[src/rtl/serv_comppack_if.sv]
// -----------------------------------------------------------------------------
// serv_comppack_if
//
// Stream bundle for the instruction compressor/packer.
//
// Handshake semantics (both directions): a beat transfers on a rising clock
// edge where the producer's valid and the consumer's ready are both high.
// A producer holding valid high keeps its payload stable until the transfer.
// The input side carries either an instruction (i_valid) or, when no
// instruction is offered, a flush request (i_flush). Both share o_ready.
//
// Signals
//   i_instr   [31:0]  RV32I instruction word                (master -> slave)
//   i_valid           i_instr valid                         (master -> slave)
//   i_flush           pad residual halfword to a word edge  (master -> slave)
//   o_ready           slave can accept a beat               (slave  -> master)
//   o_word    [31:0]  packed word, [15:0] = lower address   (slave  -> master)
//   o_valid           o_word valid                          (slave  -> master)
//   i_ready           master accepts o_word                 (master -> slave)
//   o_comp            last accepted instruction compressed  (slave  -> master)
//   o_ncomp   [15:0]  saturating compressed-instr count     (slave  -> master)
//   dbg_state         packing state: 0 = EMPTY, 1 = HALF    (slave  -> master)
// -----------------------------------------------------------------------------
interface serv_comppack_if;
    logic [31:0] i_instr;
    logic        i_valid;
    logic        i_flush;
    logic        o_ready;
    logic [31:0] o_word;
    logic        o_valid;
    logic        i_ready;
    logic        o_comp;
    logic [15:0] o_ncomp;
    logic        dbg_state;

    // Design side
    modport slave (
        input  i_instr,
        input  i_valid,
        input  i_flush,
        output o_ready,
        output o_word,
        output o_valid,
        input  i_ready,
        output o_comp,
        output o_ncomp,
        output dbg_state
    );

    // Driver / sink side
    modport master (
        output i_instr,
        output i_valid,
        output i_flush,
        input  o_ready,
        input  o_word,
        input  o_valid,
        output i_ready,
        input  o_comp,
        input  o_ncomp,
        input  dbg_state
    );
endinterface

[src/rtl/serv_comppack.sv]
// -----------------------------------------------------------------------------
// serv_comppack
//
// Write-side counterpart of the RV32C expander: takes RV32I instruction words,
// re-encodes each qualifying one into its 16-bit RVC form and packs the
// resulting 16/32-bit parcels into little-endian 32-bit memory words.
// A single pending lower halfword (the residual) tracks halfword alignment.
//
// Parameters
//   COMPRESS  1 = compress qualifying instructions, 0 = emit everything as 32-bit
//   PAD       halfword placed in a dangling upper half on flush (c.nop)
//
// Ports
//   i_clk     clock
//   i_rst_n   synchronous reset, active low
//   bus       serv_comppack_if.slave: input instruction/flush stream,
//             output word stream, o_comp / o_ncomp status, dbg_state
//
// Handshake: input beat accepted when (i_valid | i_flush) & o_ready, with
// o_ready = !o_valid | i_ready. Output register is a single entry; o_word
// appears the cycle after acceptance and holds while o_valid & !i_ready.
// -----------------------------------------------------------------------------
module serv_comppack #(
    parameter bit          COMPRESS = 1'b1,
    parameter logic [15:0] PAD      = 16'h0001
) (
    input  logic           i_clk,
    input  logic           i_rst_n,
    serv_comppack_if.slave bus
);

    typedef enum logic {
        ST_EMPTY = 1'b0,
        ST_HALF  = 1'b1
    } state_e;

    // ------------------------------------------------------------------
    // Instruction field decode
    // ------------------------------------------------------------------
    logic [31:0] instr;
    logic [6:0]  opcode;
    logic [4:0]  rd;
    logic [4:0]  rs1;
    logic [4:0]  rs2;
    logic [2:0]  funct3;
    logic [6:0]  funct7;
    logic [11:0] imm_i;
    logic [11:0] imm_s;
    logic [20:1] off_j;

    assign instr  = bus.i_instr;
    assign opcode = instr[6:0];
    assign rd     = instr[11:7];
    assign funct3 = instr[14:12];
    assign rs1    = instr[19:15];
    assign rs2    = instr[24:20];
    assign funct7 = instr[31:25];
    assign imm_i  = instr[31:20];
    assign imm_s  = {instr[31:25], instr[11:7]};
    assign off_j  = {instr[31], instr[19:12], instr[20], instr[30:21]};

    logic is_jalr;
    logic is_jal;
    logic is_addi;
    logic is_add;
    logic is_lw;
    logic is_sw;

    // Full 7-bit opcode compares also reject words with [1:0] != 2'b11.
    assign is_jalr = (opcode == 7'b1100111) && (funct3 == 3'b000);
    assign is_jal  = (opcode == 7'b1101111);
    assign is_addi = (opcode == 7'b0010011) && (funct3 == 3'b000);
    assign is_add  = (opcode == 7'b0110011) && (funct3 == 3'b000) &&
                     (funct7 == 7'b0000000);
    assign is_lw   = (opcode == 7'b0000011) && (funct3 == 3'b010);
    assign is_sw   = (opcode == 7'b0100011) && (funct3 == 3'b010);

    logic rd_le1;
    logic rd_nz;
    logic rs1_nz;
    logic rs2_nz;
    logic rd_is_c;
    logic rs1_is_c;
    logic rs2_is_c;
    logic imm_i_fits6;
    logic off_j_fits12;

    assign rd_le1   = (rd[4:1] == 4'b0000);
    assign rd_nz    = (rd  != 5'd0);
    assign rs1_nz   = (rs1 != 5'd0);
    assign rs2_nz   = (rs2 != 5'd0);
    // x8..x15 are the registers reachable by the 3-bit RVC register fields.
    assign rd_is_c  = (rd[4:3]  == 2'b01);
    assign rs1_is_c = (rs1[4:3] == 2'b01);
    assign rs2_is_c = (rs2[4:3] == 2'b01);

    // A value fits a signed N-bit field when all bits above bit N-2 match
    // the sign bit of the narrower field.
    assign imm_i_fits6  = (&imm_i[11:5]) | ~(|imm_i[11:5]);
    assign off_j_fits12 = (&off_j[20:11]) | ~(|off_j[20:11]);

    // ------------------------------------------------------------------
    // Compression: first matching rule wins
    // ------------------------------------------------------------------
    logic        cand_ok;
    logic [15:0] cand_hw;
    logic        is_comp;

    always_comb begin
        cand_ok = 1'b0;
        cand_hw = 16'h0000;
        if (instr == 32'h0010_0073) begin
            // ebreak -> c.ebreak
            cand_ok = 1'b1;
            cand_hw = 16'h9002;
        end else if (is_jalr && rd_le1 && rs1_nz && (imm_i == 12'd0)) begin
            // c.jr (rd=0) / c.jalr (rd=1)
            cand_ok = 1'b1;
            cand_hw = {3'b100, rd[0], rs1, 5'b00000, 2'b10};
        end else if (is_jal && rd_le1 && off_j_fits12) begin
            // c.j (rd=0) / c.jal (rd=1)
            cand_ok = 1'b1;
            cand_hw = {(rd[0] ? 3'b001 : 3'b101), off_j[11], off_j[4],
                       off_j[9:8], off_j[10], off_j[6], off_j[7],
                       off_j[3:1], off_j[5], 2'b01};
        end else if (is_addi && rd_nz && !rs1_nz && imm_i_fits6) begin
            // c.li
            cand_ok = 1'b1;
            cand_hw = {3'b010, imm_i[5], rd, imm_i[4:0], 2'b01};
        end else if (is_addi && rd_nz && (rs1 == rd) && (imm_i != 12'd0) &&
                     imm_i_fits6) begin
            // c.addi
            cand_ok = 1'b1;
            cand_hw = {3'b000, imm_i[5], rd, imm_i[4:0], 2'b01};
        end else if (is_add && rd_nz && rs2_nz && !rs1_nz) begin
            // c.mv
            cand_ok = 1'b1;
            cand_hw = {4'b1000, rd, rs2, 2'b10};
        end else if (is_add && rd_nz && rs2_nz && (rs1 == rd)) begin
            // c.add
            cand_ok = 1'b1;
            cand_hw = {4'b1001, rd, rs2, 2'b10};
        end else if (is_lw && (rs1 == 5'd2) && rd_nz &&
                     (imm_i[11:8] == 4'd0) && (imm_i[1:0] == 2'd0)) begin
            // c.lwsp
            cand_ok = 1'b1;
            cand_hw = {3'b010, imm_i[5], rd, imm_i[4:2], imm_i[7:6], 2'b10};
        end else if (is_sw && (rs1 == 5'd2) &&
                     (imm_s[11:8] == 4'd0) && (imm_s[1:0] == 2'd0)) begin
            // c.swsp
            cand_ok = 1'b1;
            cand_hw = {3'b110, imm_s[5:2], imm_s[7:6], rs2, 2'b10};
        end else if (is_lw && rd_is_c && rs1_is_c &&
                     (imm_i[11:7] == 5'd0) && (imm_i[1:0] == 2'd0)) begin
            // c.lw
            cand_ok = 1'b1;
            cand_hw = {3'b010, imm_i[5:3], rs1[2:0], imm_i[2], imm_i[6],
                       rd[2:0], 2'b00};
        end else if (is_sw && rs1_is_c && rs2_is_c &&
                     (imm_s[11:7] == 5'd0) && (imm_s[1:0] == 2'd0)) begin
            // c.sw
            cand_ok = 1'b1;
            cand_hw = {3'b110, imm_s[5:3], rs1[2:0], imm_s[2], imm_s[6],
                       rs2[2:0], 2'b00};
        end
    end

    assign is_comp = COMPRESS && cand_ok;

    // ------------------------------------------------------------------
    // Packing state and output register
    // ------------------------------------------------------------------
    state_e      state_q;
    state_e      state_d;
    logic [15:0] resid_q;
    logic [15:0] resid_d;
    logic [31:0] word_q;
    logic [31:0] word_d;
    logic        valid_q;
    logic        valid_d;
    logic        comp_q;
    logic        comp_d;
    logic [15:0] ncomp_q;
    logic [15:0] ncomp_d;

    logic ready;
    logic acc_instr;
    logic acc_flush;

    assign ready     = !valid_q || bus.i_ready;
    assign acc_instr = bus.i_valid && ready;
    // An instruction beat takes precedence; flush only counts on its own.
    assign acc_flush = bus.i_flush && !bus.i_valid && ready;

    always_comb begin
        state_d = state_q;
        resid_d = resid_q;
        word_d  = word_q;
        valid_d = valid_q;
        comp_d  = comp_q;
        ncomp_d = ncomp_q;

        // Downstream takes the current word; a new word below may refill
        // the register in the same cycle without a bubble.
        if (valid_q && bus.i_ready) begin
            valid_d = 1'b0;
        end

        if (acc_instr) begin
            comp_d = is_comp;
            if (is_comp && (ncomp_q != 16'hFFFF)) begin
                ncomp_d = ncomp_q + 16'd1;
            end
            if (state_q == ST_EMPTY) begin
                if (is_comp) begin
                    resid_d = cand_hw;
                    state_d = ST_HALF;
                end else begin
                    word_d  = instr;
                    valid_d = 1'b1;
                end
            end else begin
                if (is_comp) begin
                    word_d  = {cand_hw, resid_q};
                    valid_d = 1'b1;
                    state_d = ST_EMPTY;
                end else begin
                    // Misaligned 32-bit: low half completes this word, high
                    // half becomes the new residual.
                    word_d  = {instr[15:0], resid_q};
                    valid_d = 1'b1;
                    resid_d = instr[31:16];
                end
            end
        end else if (acc_flush && (state_q == ST_HALF)) begin
            word_d  = {PAD, resid_q};
            valid_d = 1'b1;
            state_d = ST_EMPTY;
        end
    end

    always_ff @(posedge i_clk) begin
        if (!i_rst_n) begin
            state_q <= ST_EMPTY;
            resid_q <= 16'h0000;
            word_q  <= 32'h0000_0000;
            valid_q <= 1'b0;
            comp_q  <= 1'b0;
            ncomp_q <= 16'h0000;
        end else begin
            state_q <= state_d;
            resid_q <= resid_d;
            word_q  <= word_d;
            valid_q <= valid_d;
            comp_q  <= comp_d;
            ncomp_q <= ncomp_d;
        end
    end

    assign bus.o_ready   = ready;
    assign bus.o_word    = word_q;
    assign bus.o_valid   = valid_q;
    assign bus.o_comp    = comp_q;
    assign bus.o_ncomp   = ncomp_q;
    assign bus.dbg_state = (state_q == ST_HALF);

endmodule

[src/flat_wrapper.sv]
// flat-port wrapper written by rule: the top's interface ports become plain ports
module serv_comppack_flat 
#(
    parameter bit          COMPRESS = 1'b1,
    parameter logic [15:0] PAD      = 16'h0001
)
  (i_clk, i_rst_n, bus_i_instr, bus_i_valid, bus_i_flush, bus_o_ready, bus_o_word, bus_o_valid, bus_i_ready, bus_o_comp, bus_o_ncomp, bus_dbg_state);
  serv_comppack_if bus_i ();
  input  logic i_clk;
  input  logic i_rst_n;
  input wire logic [$bits(bus_i.i_instr)-1:0] bus_i_instr;
  input wire logic [$bits(bus_i.i_valid)-1:0] bus_i_valid;
  input wire logic [$bits(bus_i.i_flush)-1:0] bus_i_flush;
  output wire logic [$bits(bus_i.o_ready)-1:0] bus_o_ready;
  output wire logic [$bits(bus_i.o_word)-1:0] bus_o_word;
  output wire logic [$bits(bus_i.o_valid)-1:0] bus_o_valid;
  input wire logic [$bits(bus_i.i_ready)-1:0] bus_i_ready;
  output wire logic [$bits(bus_i.o_comp)-1:0] bus_o_comp;
  output wire logic [$bits(bus_i.o_ncomp)-1:0] bus_o_ncomp;
  output wire logic [$bits(bus_i.dbg_state)-1:0] bus_dbg_state;
  assign bus_i.i_instr = bus_i_instr;
  assign bus_i.i_valid = bus_i_valid;
  assign bus_i.i_flush = bus_i_flush;
  assign bus_o_ready = bus_i.o_ready;
  assign bus_o_word = bus_i.o_word;
  assign bus_o_valid = bus_i.o_valid;
  assign bus_i.i_ready = bus_i_ready;
  assign bus_o_comp = bus_i.o_comp;
  assign bus_o_ncomp = bus_i.o_ncomp;
  assign bus_dbg_state = bus_i.dbg_state;
  serv_comppack #(.COMPRESS(COMPRESS), .PAD(PAD)) u_core (.i_clk(i_clk), .i_rst_n(i_rst_n), .bus(bus_i));
endmodule
[config.mk]
export PLATFORM = sky130hd
export DESIGN_NAME = serv_comppack_flat
export DESIGN_NICKNAME = d
export VERILOG_FILES = /design/src/rtl/serv_comppack_if.sv /design/src/rtl/serv_comppack.sv /design/src/flat_wrapper.sv
export SDC_FILE = /design/constraint.sdc
export NUM_CORES = 1
export LEC_CHECK = 0
export CORE_MARGIN = 10
export CORE_UTILIZATION = 45
export DETAILED_ROUTE_END_ITERATION = 8
export PLACE_DENSITY = 0.78
export SLEW_MARGIN = 0
export SYNTH_ARGS = -nofsm -noshare
export SYNTH_HDL_FRONTEND = slang
export SYNTH_SLANG_ARGS = --single-unit
[constraint.sdc]
create_clock -name i_clk -period 3.26 [get_ports i_clk]
set_input_delay 0.652 -clock i_clk [delete_from_list [all_inputs] [get_ports i_clk]]
set_output_delay 0.652 -clock i_clk [all_outputs]
set_load 0.03 [all_outputs]
==> impl_metrics.yaml, run 1 <==
placement:
  post-place-ws_ps: -574
  gp_congestion: 0.993
  hpwl_um: 16200
  portBuffers: 88
  dp.cells: 913
  dpl_cell_area_sq_um: 6400
setup_path:
  max_stage_delay_ps: 560
  cp.required_ps: 3490
  crit_path_end_kind: "flop"
  rr_worst_depth: 8
  startpoint: "bus_i_instr[4]"
  r2r_slack_ps: 960
  crit_top_cell: "buf_4"
  slowest_stage: "clkdlybuf4s50_1"
  critPathKind: "input pin to flop"
  crit_chain: "clkdlybuf4s50_1, buf_4, and4b_1, nand4_1, a21oi_1, buf_4, buf_4, buf_4, o41ai_1, buf_4, nand2_1, o211ai_1, a21oi_1"
  regToRegStartpoint: "u_core.bus.o_ncomp[7]$_SDFFE_PN0P_"
  worstReg2RegEnd: "u_core.bus.o_ncomp[11]$_SDFFE_PN0P_"
  cp-start-kind: "input pin"
  crit_fanout: 8
  worstPathArrival_ps: 3470
clocking:
  path_clk_slew_ps: 90
  clk_path_buf_depth: 2
  cts_hold_buffers: 0
  cts_tree: "yes"
  cts_buffers: 9
  clock_sinks: 67
  cts_root_buf: "clkbuf_8"
  htree_levels: 3
  clkLatencyLatePin_ps: 350
synthesis:
  synthCells: 583
  synth_edf_count: 0
  synth_area_per_cell_sq_um: 7.55
  yosysSeqAreaShare: 0.305
  synth_warnings: 0
  synth-main-ff-cell: "dfxtp_1"
  synthDistinctLibCells: 78
  synth_nets: 621
  syn_area_sq_um: 4400
  yosys_register_bits: 67
  async_flop_share: 0
route:
  drt-initial-drc-count: 715
  ant_nets: 0
  vias_per_cell: 6.16
  drc: 0
  routedWlPerCell_um: 22.4
  via_count: 5744
  drtPass1Iterations: 6
  routed_wl_um: 20900
floorplan:
  ios: 89
  fp.dieW_um: 119
  start_util: 0.457
  dieArea_sq_um: 14100
  die_h_um: 119
  fp-row-count: 36
  core_sq_um: 9640
hold_path:
  hp-start: "u_core.resid_q[1]$_SDFFE_PN0P_"
  hold_depth: 2
  holdPathEnd: "u_core.resid_q[1]$_SDFFE_PN0P_"
  hp-class: "flop to flop"
global_routing:
  grt_max_degree: 37
  antenna_found_initial: 0
  grt_pass1_vias: 5512
  grtUsageTotal: 0.276
  overflow: 0
  grt_pass1_wl_um: 31600
finish:
  fin_cells: 933
  fin_nets: 833
  final_common_cell: "buf_4"
  multi_input_area_sq_um: 2990
  final_area_sq_um: 6820
  n_fill_cell: 788
  final_util: 0.707
  syn2layout_area_growth_pct: 54.8
  drive_gt1_frac: 0.271
  num_antenna_cells: 0
  final_cell_mix: "buf_4 (145), nand2_1 (78), clkdlybuf4s50_1 (78), dfxtp_1 (67), nor2_1 (64)"
  regArea_sq_um: 1340
power:
  vdd_ir_drop_max_mv: 0.292
  power_mw: 2.08
  leakage_nw: 2.68
  power_density_nw_per_um2: 305
sta:
  hold_viol_final: 0
  slew_headroom: 0.618
  min_period_ps: 3240
  tightest_slew_ps: 573
  slew_viol_final: 0
  timing.fmax_mhz: 309
  period_share: 0.992
  setup_ws_ps: 24.7
  whs_ps: 463
  fin_setup_tns_ps: 0
  setup_viol: 0
  fin_skew_ps: 6.29
status:
  outcome: "finished clean"
job:
  cap_violations: 0
power by group:
part	internal, mW	total [mW]	switching (mW)	leakage [nW]
sequential	0.848	0.865	0.0174	0.546
clock	0.367	0.750	0.383	0.0988
combinational	0.198	0.466	0.268	2.04
area by class of cell:
cell class	count	area share
Timing Repair Buffer	240	0.305
Clock buffer	9	0.0182
Multi-Input combinational cell	468	0.439
Tap cell	133	0.0244
Inverter	9	0.00496
Sequential cell	67	0.197
Clock inverter	7	0.0121
registers in the layout, summed over array words and instances, names as in the netlist:
register and cells:
u_core.bus.o_word 32, u_core.bus.o_valid 1, u_core.resid_q 16, u_core.bus.dbg_state 1
u_core.bus.o_comp 1, u_core.bus.o_ncomp 16
kinds of logic after synthesis:
group | after synthesis | share of synthesized area
xor+xnor | 11 | 0.0219
mux | 7 | 0.0173
compound gates | 182 | 0.286
fa+ha+maj | 1 | 0.00284
simple gates | 266 | 0.316
flops | 67 | 0.305
buf+inv | 49 | 0.0514
critical path: cells and delay by family:
kind                   cells  cell delay [ps]
buffers and inverters      6             1420
AOI/OAI and AO/OA          4              910
and+or+nand+nor            3              490
timing repair:
action	in CTS	in global routing
setup endpoints to repair	15	58
endpoints found under the hold margin	0	0
buffers inserted	0	2
gates cloned	0	2
gates resized for setup	6	41
pin swaps	2	15
synthesized netlist by cell type (3+ instances only):
cell	number	share of area
a211o_1	3	0.0060
a211oi_1	6	0.010
a21o_1	3	0.0051
a21oi_1	40	0.045
a221oi_1	6	0.012
a22o_1	6	0.012
a22oi_1	8	0.014
a311oi_1	16	0.032
a31oi_1	3	0.0043
and2_1	5	0.0071
and3_1	7	0.0099
buf_2	10	0.011
buf_6	4	0.010
clkbuf_1	26	0.022
dfxtp_1	67	0.30
inv_1	9	0.0077
mux2i_1	4	0.0091
nand2_1	78	0.066
nand2b_1	4	0.0057
nand3_1	29	0.033
nand4_1	13	0.018
nor2_1	65	0.055
nor3_1	17	0.019
o211ai_1	11	0.019
o21a_1	7	0.012
o21ai_0	36	0.041
o21ai_1	3	0.0034
o22ai_1	4	0.0057
o31ai_1	5	0.0085
or3_1	12	0.017
or4_4	4	0.010
xnor2_1	3	0.0060
xor2_1	8	0.016
metal layers:
layer	share of wire	track usage	vias to the layer above
met5	0	0	-
met4	0.046	0.118	0
met3	0.11	0.0761	62
met2	0.44	0.426	348
met1	0.41	0.354	2728
li1	-	-	2606
how the worst max path moves through the flow:
stage / end / slack [ps] / depth (start not counted)
2_1_floorplan: u_core.resid_q[2]$_SDFFE_PN0P_ / 180 / 10
3_3_place_gp: u_core.bus.o_word[28]$_SDFFE_PN0P_ / -580 / 11
3_5_place_dp: u_core.bus.o_word[28]$_SDFFE_PN0P_ / -570 / 11
4_1_cts: u_core.bus.o_ncomp[11]$_SDFFE_PN0P_ / -10 / 11
5_1_grt: u_core.bus.o_ncomp[11]$_SDFFE_PN0P_ / -60 / 11
6_report: u_core.resid_q[4]$_SDFFE_PN0P_ / 20 / 13
No activity file was read; power rests on OpenSTA's default activity.
==> run 2: changes to the inputs <==
--- a/config.mk
+++ b/config.mk
@@ -5,10 +5,12 @@
 export SDC_FILE = /design/constraint.sdc
 export NUM_CORES = 1
 export LEC_CHECK = 0
+export ABC_AREA = 1
+export CAP_MARGIN = 40
 export CORE_MARGIN = 10
 export CORE_UTILIZATION = 45
 export DETAILED_ROUTE_END_ITERATION = 8
-export PLACE_DENSITY = 0.78
+export PLACE_DENSITY = 0.77
 export SLEW_MARGIN = 0
 export SYNTH_ARGS = -nofsm -noshare
 export SYNTH_HDL_FRONTEND = slang
==> run 2 against run 1 <==
Effect of this change: non-clock buffer count fell by 57; critical path depth is 2 higher; global-route usage is 3.3 points lower; utilization fell by 7.0 points; area after synthesis grew 7.6%; critical path type unchanged; combinational power decreased by 4%.
==> impl_metrics.yaml, run 2 <==
synthesis:
  synthCells: 757
  yosys.area.top_type: "dfxtp_1"
  async_flop_share: 0
  yosys_register_bits: 67
  synthTopCellsByCount: "nand2_1 (190), a21oi_1 (72), nor2_1 (72), dfxtp_1 (67), inv_1 (64)"
  synthDistinctLibCells: 46
  synth-main-ff-cell: "dfxtp_1"
  synth.area.top_cells: "dfxtp_1 (28%), nand2_1 (15%), a21oi_1 (7.6%), nand3_1 (5.7%), nor2_1 (5.7%)"
  synth_warnings: 0
  synth_nets: 795
  yosysMostFrequentCell: "nand2_1"
  syn_area_sq_um: 4740
  yosysSeqAreaShare: 0.283
  synth_top_area_share: 0.283
  synth_area_per_cell_sq_um: 6.26
  synth_edf_count: 0
hold_path:
  hold_depth: 2
  hp-class: "flop to flop"
route:
  routedWlPerCell_um: 17.3
  vias_per_cell: 5.51
  ant_nets: 0
  drtPass1Iterations: 6
  routed_wl_um: 18400
  drt-initial-drc-count: 680
  via_count: 5852
  drc: 0
power:
  seq_power_share: 0.428
  vdd_ir_drop_max_mv: 0.232
  power_mw: 2.02
  p_comb_frac: 0.223
  p_int_mw: 1.38
  clkPwrFrac: 0.350
  power_density_nw_per_um2: 308
  p_switching_mw: 0.631
  leakage_nw: 2.88
  switching_share: 0.313
clocking:
  htree_levels: 3
  clkLatencyLatePin_ps: 350
  cts_hold_buffers: 0
  cts_tree: "yes"
  clock_sinks: 67
  path_clk_slew_ps: 80
  clk_path_buf_depth: 2
  cts_setup_buffers: 0
  cts_buffers: 9
  cts-resized-gates: 0
  cts_root_buf: "clkbuf_8"
finish:
  final_cell_mix: "nand2_1 (190), buf_4 (92), clkdlybuf4s50_1 (88), a21oi_1 (72), nor2_1 (71)"
  fin_cells: 1063
  num_antenna_cells: 0
  n_fill_cell: 1000
  drive_gt1_frac: 0.200
  fin_nets: 960
  final_util: 0.637
  largest_reg_flops: 32
  syn2layout_area_growth_pct: 38.3
  final_common_cell: "nand2_1"
placement:
  hpwl_um: 14700
  portBuffers: 88
  gp_congestion: 1.02
  dp.cells: 1047
setup_path:
  critical_path_buf_inv_count: 5
  crit_top_cell: "inv_4"
  cp-start-kind: "input pin"
  crit_chain: "clkdlybuf4s50_1, inv_1, nand4_1, nor2_2, nor3_1, nand3_1, nand2_1, inv_2, nand2_8, inv_4, nand2_2, nand3_4, inv_4, o21ai_0, a21oi_1"
  crit_fanout: 19
  crit_path_end_kind: "flop"
  worstPathArrival_ps: 3180
  slowest_stage: "clkdlybuf4s50_1"
  critPathKind: "input pin to flop"
  path_delay_family: "simple AND/OR/NAND/NOR gates"
  rr_worst_depth: 10
  critical_path_cell_count: 15
  cp.required_ps: 3490
  max_stage_delay_ps: 540
job:
  cap_violations: 0
global_routing:
  antenna_found_initial: 0
  overflow: 0
  grt_pass1_vias: 5485
  grtUsageTotal: 0.243
  grt_max_degree: 38
  grt_pass1_wl_um: 29000
status:
  outcome: "finished clean"
floorplan:
  start_util: 0.461
  fp.dieW_um: 123
  dieArea_sq_um: 15000
  core_sq_um: 10300
  ios: 89
  die_h_um: 123
  fp-row-count: 37
sta:
  slew_viol_final: 0
  tightest_slew_ps: 527
  rsz0062_at_grt: "no"
  period_share: 0.903
  hold_viol_final: 0
  setup_viol: 0
  fin_setup_tns_ps: 0
  timing.fmax_mhz: 340
  fin_skew_ps: 8.47
  slew_headroom: 0.649
  min_period_ps: 2950
run 2: cell count changes after synthesis, moves of 7 or more:
cell | before | now
o21ai_0 | 36 | 53
a311oi_1 | 16 | 0
inv_1 | 9 | 64
inv_2 | 0 | 18
or3_1 | 12 | 0
clkbuf_1 | 26 | 13
o21ai_1 | 3 | 16
nor2_1 | 65 | 72
nand2_2 | 1 | 12
a21oi_1 | 40 | 72
a21oi_2 | 0 | 14
nand2_1 | 78 | 190
nand3_1 | 29 | 54
run 2: final timing paths:
path	from	endpoint	slack [ps]
worst max-delay path	bus_i_instr[17]	u_core.resid_q[10]$_SDFFE_PN0P_	310
worst max register to register	u_core.bus.o_ncomp[1]$_SDFFE_PN0P_	u_core.bus.o_ncomp[10]$_SDFFE_PN0P_	1250
worst min register to register	u_core.bus.o_word[23]$_SDFFE_PN0P_	u_core.bus.o_word[23]$_SDFFE_PN0P_	470
worst min-delay path	u_core.bus.o_word[23]$_SDFFE_PN0P_	u_core.bus.o_word[23]$_SDFFE_PN0P_	470
run 2: per-layer routing:
layer | vias up | wire length, um | part of all wire | track usage
met4 | 0 | 805 | 0.044 | 0.105
li1 | 2823 | - | - | -
met2 | 325 | 8300 | 0.45 | 0.396
met3 | 65 | 1740 | 0.095 | 0.0372
met1 | 2639 | 7540 | 0.41 | 0.313
met5 | - | 0 | 0 | 0
run 2: kinds of logic after synthesis:
group                      after synthesis  synth area share
adders and majority gates                1           0.00264
AOI/OAI and AO/OA                      177             0.211
DFF                                     67             0.283
muxes                                    2           0.00423
and+or+nand+nor                        388             0.379
buffers and inverters                  116             0.108
xor gates and xnor gates                 6            0.0111
run 2: worst min-delay path, delay by kind of cell (launching register included):
family	cells	cell delay, ps
AO/OA/AOI/OAI	1	50
flip-flops	1	310
AND/OR/NAND/NOR	1	60
run 2: area by class of cell:
cell class                 count  area, sq um  share of cell area
tap                          136          170              0.0260
sequential                    67         1340               0.205
multi-input combinational    574         2890               0.440
clock buffer                  10          128              0.0195
timing repair buffer         183         1630               0.248
inverter                      87          334              0.0510
clock inverter                 6         65.1             0.00993
run 2: power groups by stage:
stage,Sequential (mW),Clock (mW),Combinational (mW)
final,0.862,0.705,0.448
after global routing,0.865,0.743,0.480
after CTS,0.862,0.708,0.444
after detailed placement,0.881,0,0.443
after global placement,0.880,0,0.441
after floorplan,0.937,0,0.163
run 2: stage by stage:
step                hold slack (ps)  instance area, sq um  worst slack, ps
floorplan                       440                  4740              849
global placement                450                  6340             16.9
detailed placement              454                  6360             32.4
CTS                             466                  6550              377
global route                    489                  6550             74.1
finish                          466                  6550              315
